[config.mk]
export PLATFORM = sky130hd
export DESIGN_NAME = cr_tcipif_ibus_arb
export DESIGN_NICKNAME = d
export VERILOG_FILES = /design/src/rtl/cr_tcipif_ibus_arb_pkg.sv /design/src/rtl/cr_tcipif_arb_timer.sv /design/src/rtl/cr_tcipif_ibus_arb.sv
export SDC_FILE = /design/constraint.sdc
export NUM_CORES = 1
export LEC_CHECK = 0
export BUFFER_PORTS_ARGS = -buffer_cell sky130_fd_sc_hd__buf_4
export CAP_MARGIN = 5
export CORE_AREA = 3 3 82 84
export CTS_BUF_LIST = sky130_fd_sc_hd__clkbuf_4 sky130_fd_sc_hd__clkbuf_8
export CTS_CLUSTER_SIZE = 16
export DETAILED_ROUTE_END_ITERATION = 10
export DIE_AREA = 0 0 85 87
export PLACE_DENSITY_LB_ADDON = 0.08
export SETUP_SLACK_MARGIN = 0.1
export SLEW_MARGIN = 10
export SYNTH_ARGS = -nofsm -noshare
export SYNTH_HDL_FRONTEND = slang
export SYNTH_SLANG_ARGS = --single-unit
export TNS_END_PERCENT = 30
[constraint.sdc]
create_clock -name forever_cpuclk -period 4.9 [get_ports forever_cpuclk]
set_clock_uncertainty 0.1 [all_clocks]
set_input_delay 0.735 -clock forever_cpuclk [delete_from_list [all_inputs] [get_ports forever_cpuclk]]
set_output_delay 0.735 -clock forever_cpuclk [all_outputs]
set_load 0.01 [all_outputs]
[src/rtl/cr_tcipif_ibus_arb_pkg.sv]
// ---------------------------------------------------------------------------
// cr_tcipif_ibus_arb_pkg : shared state and owner encodings for the ibus arbiter
// Rev 1.0
// ---------------------------------------------------------------------------
`default_nettype none

package cr_tcipif_ibus_arb_pkg;

   typedef enum logic [1:0] {
      ST_IDLE   = 2'b00,
      ST_BUSY   = 2'b01,
      ST_ERRRSP = 2'b10
   } arb_state_e;

   localparam logic OWN_IFU = 1'b0;
   localparam logic OWN_LSU = 1'b1;

endpackage

`default_nettype wire

[src/rtl/cr_tcipif_arb_timer.sv]
// ---------------------------------------------------------------------------
// cr_tcipif_arb_timer : BUSY-cycle counter raising expiry on the last cycle
// before an error response is due. Tied inactive when TIMEOUT is 0.
// Rev 1.0
// ---------------------------------------------------------------------------
`default_nettype none

module cr_tcipif_arb_timer #(
   parameter int unsigned TIMEOUT = 256
) (
   input  logic clk,
   input  logic rst,
   input  logic i_clr,
   input  logic i_en,
   output logic o_expire
);

   generate
      if (TIMEOUT == 0) begin : g_tmo_off
         logic w_unused_ok;
         assign w_unused_ok = ^{clk, rst, i_clr, i_en};
         assign o_expire    = 1'b0;
      end else begin : g_tmo_on
         localparam int unsigned CW = (TIMEOUT < 2) ? 1 : $clog2(TIMEOUT + 1);
         localparam logic [CW:0] c_LIM = (CW + 1)'(TIMEOUT - 1);

         logic [CW-1:0] r_cnt;
         logic [CW:0]   w_cnt_inc;

         // Expire when the incremented count reaches TIMEOUT-1, so the error
         // response lands exactly TIMEOUT cycles after the grant cycle.
         assign w_cnt_inc = {1'b0, r_cnt} + (CW + 1)'(1);
         assign o_expire  = i_en && (w_cnt_inc >= c_LIM);

         always_ff @(posedge clk) begin
            if (rst || i_clr) begin
               r_cnt <= '0;
            end else if (i_en) begin
               r_cnt <= w_cnt_inc[CW-1:0];
            end
         end
      end
   endgenerate

endmodule

`default_nettype wire

[src/rtl/cr_tcipif_ibus_arb.sv]
// ---------------------------------------------------------------------------
// cr_tcipif_ibus_arb : IFU/LSU arbiter onto the single TCIP ibus slave port,
// one outstanding transaction, LSU priority with IFU anti-starvation.
// Rev 1.0
// ---------------------------------------------------------------------------
`default_nettype none

module cr_tcipif_ibus_arb
   import cr_tcipif_ibus_arb_pkg::*;
#(
   parameter int unsigned ADDR_W    = 32,
   parameter int unsigned DATA_W    = 32,
   parameter int unsigned STARV_MAX = 4,
   parameter int unsigned TIMEOUT   = 256
) (
   input  logic              forever_cpuclk,
   input  logic              cpurst,
   input  logic              ifu_arb_req,
   input  logic [ADDR_W-1:0] ifu_arb_addr,
   input  logic              ifu_arb_write,
   input  logic              ifu_arb_acc_deny,
   input  logic              lsu_arb_req,
   input  logic [ADDR_W-1:0] lsu_arb_addr,
   input  logic              lsu_arb_write,
   input  logic              lsu_arb_acc_deny,
   output logic              arb_ifu_grnt,
   output logic [DATA_W-1:0] arb_ifu_data,
   output logic              arb_ifu_data_vld,
   output logic              arb_ifu_acc_err,
   output logic              arb_ifu_trans_cmplt,
   output logic              arb_lsu_grnt,
   output logic [DATA_W-1:0] arb_lsu_data,
   output logic              arb_lsu_data_vld,
   output logic              arb_lsu_acc_err,
   output logic              arb_lsu_trans_cmplt,
   output logic              arb_tcipif_ibus_req,
   output logic [ADDR_W-1:0] arb_tcipif_ibus_addr,
   output logic              arb_tcipif_ibus_write,
   output logic              arb_tcipif_ibus_acc_deny,
   input  logic              tcipif_arb_ibus_grnt,
   input  logic [DATA_W-1:0] tcipif_arb_ibus_data,
   input  logic              tcipif_arb_ibus_data_vld,
   input  logic              tcipif_arb_ibus_acc_err,
   input  logic              tcipif_arb_ibus_trans_cmplt
);

   localparam int unsigned SW = $clog2(STARV_MAX + 1);
   localparam logic [SW-1:0] c_STARV_MAX = SW'(STARV_MAX);

   arb_state_e        r_state;
   arb_state_e        w_state_nxt;
   logic              r_owner;
   logic [SW-1:0]     r_starv;

   logic              w_idle;
   logic              w_lsu_win;
   logic              w_ifu_win;
   logic              w_dn_req;
   logic              w_hs;
   logic              w_tmo_en;
   logic              w_tmo_exp;
   logic [DATA_W-1:0] w_rsp_data;
   logic              w_rsp_vld;
   logic              w_rsp_err;
   logic              w_rsp_cmplt;

   assign w_idle    = (r_state == ST_IDLE);
   // A pending IFU that has lost STARV_MAX times in a row overrides LSU priority.
   assign w_lsu_win = lsu_arb_req && !(ifu_arb_req && (r_starv == c_STARV_MAX));
   assign w_ifu_win = ifu_arb_req && !w_lsu_win;
   assign w_dn_req  = w_idle && (w_lsu_win || w_ifu_win);
   assign w_hs      = w_dn_req && tcipif_arb_ibus_grnt;

   assign arb_tcipif_ibus_req      = w_dn_req;
   assign arb_tcipif_ibus_addr     = !w_dn_req ? '0   : (w_lsu_win ? lsu_arb_addr     : ifu_arb_addr);
   assign arb_tcipif_ibus_write    = !w_dn_req ? 1'b0 : (w_lsu_win ? lsu_arb_write    : ifu_arb_write);
   assign arb_tcipif_ibus_acc_deny = !w_dn_req ? 1'b0 : (w_lsu_win ? lsu_arb_acc_deny : ifu_arb_acc_deny);

   assign arb_ifu_grnt = w_dn_req && w_ifu_win && tcipif_arb_ibus_grnt;
   assign arb_lsu_grnt = w_dn_req && w_lsu_win && tcipif_arb_ibus_grnt;

   assign w_tmo_en = (r_state == ST_BUSY) && !tcipif_arb_ibus_trans_cmplt;

   cr_tcipif_arb_timer #(
      .TIMEOUT (TIMEOUT)
   ) u_timer (
      .clk      (forever_cpuclk),
      .rst      (cpurst),
      .i_clr    (w_hs),
      .i_en     (w_tmo_en),
      .o_expire (w_tmo_exp)
   );

   always_comb begin
      w_state_nxt = r_state;
      w_rsp_data  = '0;
      w_rsp_vld   = 1'b0;
      w_rsp_err   = 1'b0;
      w_rsp_cmplt = 1'b0;
      case (r_state)
         ST_IDLE: begin
            if (w_hs) begin
               w_state_nxt = ST_BUSY;
            end
         end
         ST_BUSY: begin
            w_rsp_data  = tcipif_arb_ibus_data;
            w_rsp_vld   = tcipif_arb_ibus_data_vld;
            w_rsp_err   = tcipif_arb_ibus_acc_err;
            w_rsp_cmplt = tcipif_arb_ibus_trans_cmplt;
            if (tcipif_arb_ibus_trans_cmplt) begin
               w_state_nxt = ST_IDLE;
            end else if (w_tmo_exp) begin
               w_state_nxt = ST_ERRRSP;
            end
         end
         ST_ERRRSP: begin
            w_rsp_err   = 1'b1;
            w_rsp_cmplt = 1'b1;
            w_state_nxt = ST_IDLE;
         end
         default: begin
            w_state_nxt = ST_IDLE;
         end
      endcase
   end

   always_ff @(posedge forever_cpuclk) begin
      if (cpurst) begin
         r_state <= ST_IDLE;
         r_owner <= OWN_IFU;
      end else begin
         r_state <= w_state_nxt;
         if (w_hs) begin
            r_owner <= w_lsu_win ? OWN_LSU : OWN_IFU;
         end
      end
   end

   always_ff @(posedge forever_cpuclk) begin
      if (cpurst) begin
         r_starv <= '0;
      end else if (w_idle) begin
         if (!ifu_arb_req || (w_hs && w_ifu_win)) begin
            r_starv <= '0;
         end else if (w_hs && w_lsu_win && (r_starv != c_STARV_MAX)) begin
            r_starv <= r_starv + SW'(1);
         end
      end
   end

   // Outside BUSY/ERRRSP the response bus is already zero, so late slave
   // responses never reach either master.
   assign arb_ifu_data        = (r_owner == OWN_IFU) ? w_rsp_data  : '0;
   assign arb_ifu_data_vld    = (r_owner == OWN_IFU) && w_rsp_vld;
   assign arb_ifu_acc_err     = (r_owner == OWN_IFU) && w_rsp_err;
   assign arb_ifu_trans_cmplt = (r_owner == OWN_IFU) && w_rsp_cmplt;
   assign arb_lsu_data        = (r_owner == OWN_LSU) ? w_rsp_data  : '0;
   assign arb_lsu_data_vld    = (r_owner == OWN_LSU) && w_rsp_vld;
   assign arb_lsu_acc_err     = (r_owner == OWN_LSU) && w_rsp_err;
   assign arb_lsu_trans_cmplt = (r_owner == OWN_LSU) && w_rsp_cmplt;

endmodule

`default_nettype wire

==> run summary <==
The CTS H-tree depth is 1. The multiplexer share of the synthesized area is 0. Using the TritonRoute via totals, the vias-per-cell ratio works out to 4.88. Setup repair after global routing left no endpoint under its margin. After detailed routing, the number of remaining DRC violations is 0.

The congestion estimate from routability-driven global placement came to 0.780. The source-to-sink clock delay at the later pin of the worst-skew pair came out at 0.25 ns. Setup total negative slack on the finished layout was measured at 0 ns. The pin count of the biggest net entering global routing came out at 38. The normalized max-slew margin is 0.322. The starting utilization of the core area came out at 0.319. The worst endpoint data arrival time is 2.32 ns. Setup violations remaining at the end of the flow were counted as 0. The source of the critical timing path is r_state[1]. The cell count after synthesis came out at 312. The overall via count from detail_route came out at 2833. The register area share after synthesis is 0.157. In this run the horizontal extent of the chip is 85 microns. The worst-case IR drop observed on VDD is 0.0000838 V. The measured slew at the worst slew-check pin came out at 1.02 ns. From bottom edge to top edge, the die measures 87 microns. The setup fix buffers added after clock tree synthesis is 0.

The run finished with clean final reports. The fill cell instance count of the final layout is 609. For this design the top-level I/O count stands at 215. After clock tree synthesis, the clock-pin slew on the worst setup and hold paths is 0.06 ns. After the first detailed-routing iteration, the DRC count stood at 173.

The number of antenna cells inserted is 0. The share of the core filled with cells in the final layout is 0.595. For this run, the top clock speed supported by timing is 317 MHz. The routed length on met3 is 854 microns. The maximum buffer depth of the clock tree came out at 2. Together, buffers and inverters on the worst path number 3. Dividing the detail-routed wire length by the instance count gives 15.4 microns. The number of port buffers came out at 214. The synthesized-area fraction occupied by xor and xnor cells came out at 0.0413. The mapped cell area is 0.00191 sq mm.

The worst slack after detailed placement is 1.70 ns. The root buffer cell chosen for the clock tree is clkbuf_8. The critical path startpoint category is a flop.

Detailed placement ended at an HPWL of 7.08 mm. The worst path needs 3.16 ns of the cycle, external delays included. The number of clock sinks seen by CTS is 15. The library cells used most frequently in the layout, excluding fill and tap cells, are buf_4 (216), nand2_1 (76), a21oi_1 (40). By startpoint and endpoint, the worst setup path is classified as flop to primary output.

After detailed routing, the wire length on met1 is 3.41 mm. Averaged over all synthesized cells, the footprint is 6.12 sq um. The die footprint is 0.00740 sq mm. The most used cell along the critical path is buf_4. The complex-gate fraction of the synthesized area is 0.190. TritonCTS built the clock tree. The share of synthesized registers carrying an async set or reset came out at 0. The worst register-to-register path begins at r_state[1]. The total congestion overflow came out at 0. The number of antenna-violating nets in the routed design came out at 0. The combinational family with the most area after synthesis is simple AND/OR/NAND/NOR gates. The first-pass detailed-route iteration total came out at 4. The number of buffers added by the clock tree synthesis step is 3. The worst hold slack is 0.435 ns. The number of nets produced by synthesis is 427. STA classifies the critical path endpoint as a primary output.

The total routing resource utilization after global routing is 0.219. In this run the static leakage power is 1.94 nW. The min-delay analysis places its worst path in the category flop to flop. The count of flip-flops with a built-in enable after synthesis is 0.

Power spread over the standard cell area amounts to 150 mW/mm^2. After detailed routing, the met2 layer carries 4.53 mm of wire. The relative area change from synthesis to final layout is 86.6%. The Yosys step of the flow raised 0 warnings. The number of antenna violations at the first check in global routing came to 0. Of the total synthesized cell area, the portion taken by full adders, half adders and majority gates is 0.0458. The count of standard-cell rows came out at 28.

In the synthesized netlist the dominant register cell turns out to be dfxtp_1. The critical path data required time is 4.07 ns. The count of pins over their slew limit came out at 0.

For this run, the slowest stage of the critical path takes 0.84 ns. The count of distinct cell types in the synthesized netlist came out at 39. The number of buffers inserted by hold repair at cts is 0. The number of hold-slack violations in the final timing report came out at 0. The number of cells upsized or downsized after cts came out at 0. On the critical path, the stage with the largest delay is an instance of ha_1. Routed signal wires occupy layers up through met4.

The net count of the finished layout is 621. The startpoint identified for the worst hold timing path is r_state[1]. The final setup slack of the worst path came out at 1.74 ns. The wire length of the first global-routing pass is 13.4 mm. The layout cell share with drive strength beyond 1 is 0.451.

The cell family contributing the most delay on the critical path is adder cells. Traced cell by cell, the critical path runs through inv_1 -> ha_1 -> nor2b_1 -> buf_4 -> and2_1 -> buf_4. Of all nets on the critical path, the largest fanout is 37. The number of maximum-capacitance violations is 0. The share of the clock period used by the worst path after layout came out at 0.645.

Leaving out fill and tap cells, the most frequent cell in the layout is buf_4. The simple logic cell fraction of the synthesized area came out at 0.487. The post-synthesis sequential element count came out at 15. The via count of the first global-routing pass was 2706. The floorplan core area came out at 0.00599 sq mm. The overall routed net length is 8.91 mm.
## registers in the layout (all words and copies together) (netlist names)
register,flops
r_starv,3
r_state,2
r_owner,1
u_timer.g_tmo_on.r_cnt,9
## through the flow
step	area [sq um]	power (mW)	cells
finish	3570	0.536	580
global route	3570	0.575	580
CTS	3560	0.541	580
detailed placement	3520	0.437	576
global placement	3520	0.436	576
floorplan	1910	0.263	312
## cell families after synthesis
| group | Yosys count |
|---|---|
| xor+xnor | 9 |
| buf+inv | 37 |
| simple gates | 187 |
| fa+ha+maj | 7 |
| flops | 15 |
| compound gates | 57 |
## power by group
part / leakage (nW) / switching (mW) / internal [mW] / total (mW)
Sequential: 0.121 / 0.00817 / 0.125 / 0.133
Clock: 0.0255 / 0.0465 / 0.0564 / 0.103
Combinational: 1.79 / 0.142 / 0.158 / 0.300
Total: 1.94 / 0.197 / 0.340 / 0.536
## routing by layer
layer / vias to the layer above / global-route usage
met5: - / 0
met4: 0 / 0.0446
met3: 9 / 0.0672
met2: 144 / 0.393
met1: 1261 / 0.258
li1: 1419 / -
## layout make-up
type	instances	area, sq um	area share
Clock buffer	3	41.3	0.0116
Sequential cell	15	300	0.0842
Clock inverter	1	5.00	0.00140
Multi-Input combinational cell	260	1470	0.411
Tap cell	75	93.8	0.0263
Timing Repair Buffer	216	1620	0.455
Inverter	10	37.5	0.0105
## final timing paths
kind | end | slack [ns] | depth (start not counted)
max | arb_ifu_data[24] | 1.74 | 6
min | r_state[1] | 0.43 | 2
max reg2reg | u_timer.g_tmo_on.r_cnt[8] | 2.01 | 7
min reg2reg | r_state[1] | 0.43 | 2
## cells in the mapped netlist (all sizes together), types with 4 or more instances
cell type	count	area [sq um]
and2	34	213
nand2	77	289
xnor2	6	52.6
buf	6	35.0
nand3	4	20.0
inv	10	37.5
clkbuf	21	78.8
dfxtp	15	300
and3	35	220
nor2	22	82.6
a21oi	40	200
ha	7	87.6
nand4	5	31.3
## tightest hold or removal path: cells and delay by family (launching register included)
kind | cells | cell delay, ns
buf+inv | 1 | 0.10
flops | 1 | 0.31
compound gates | 1 | 0.08
Power figures use the tool's default switching activity.
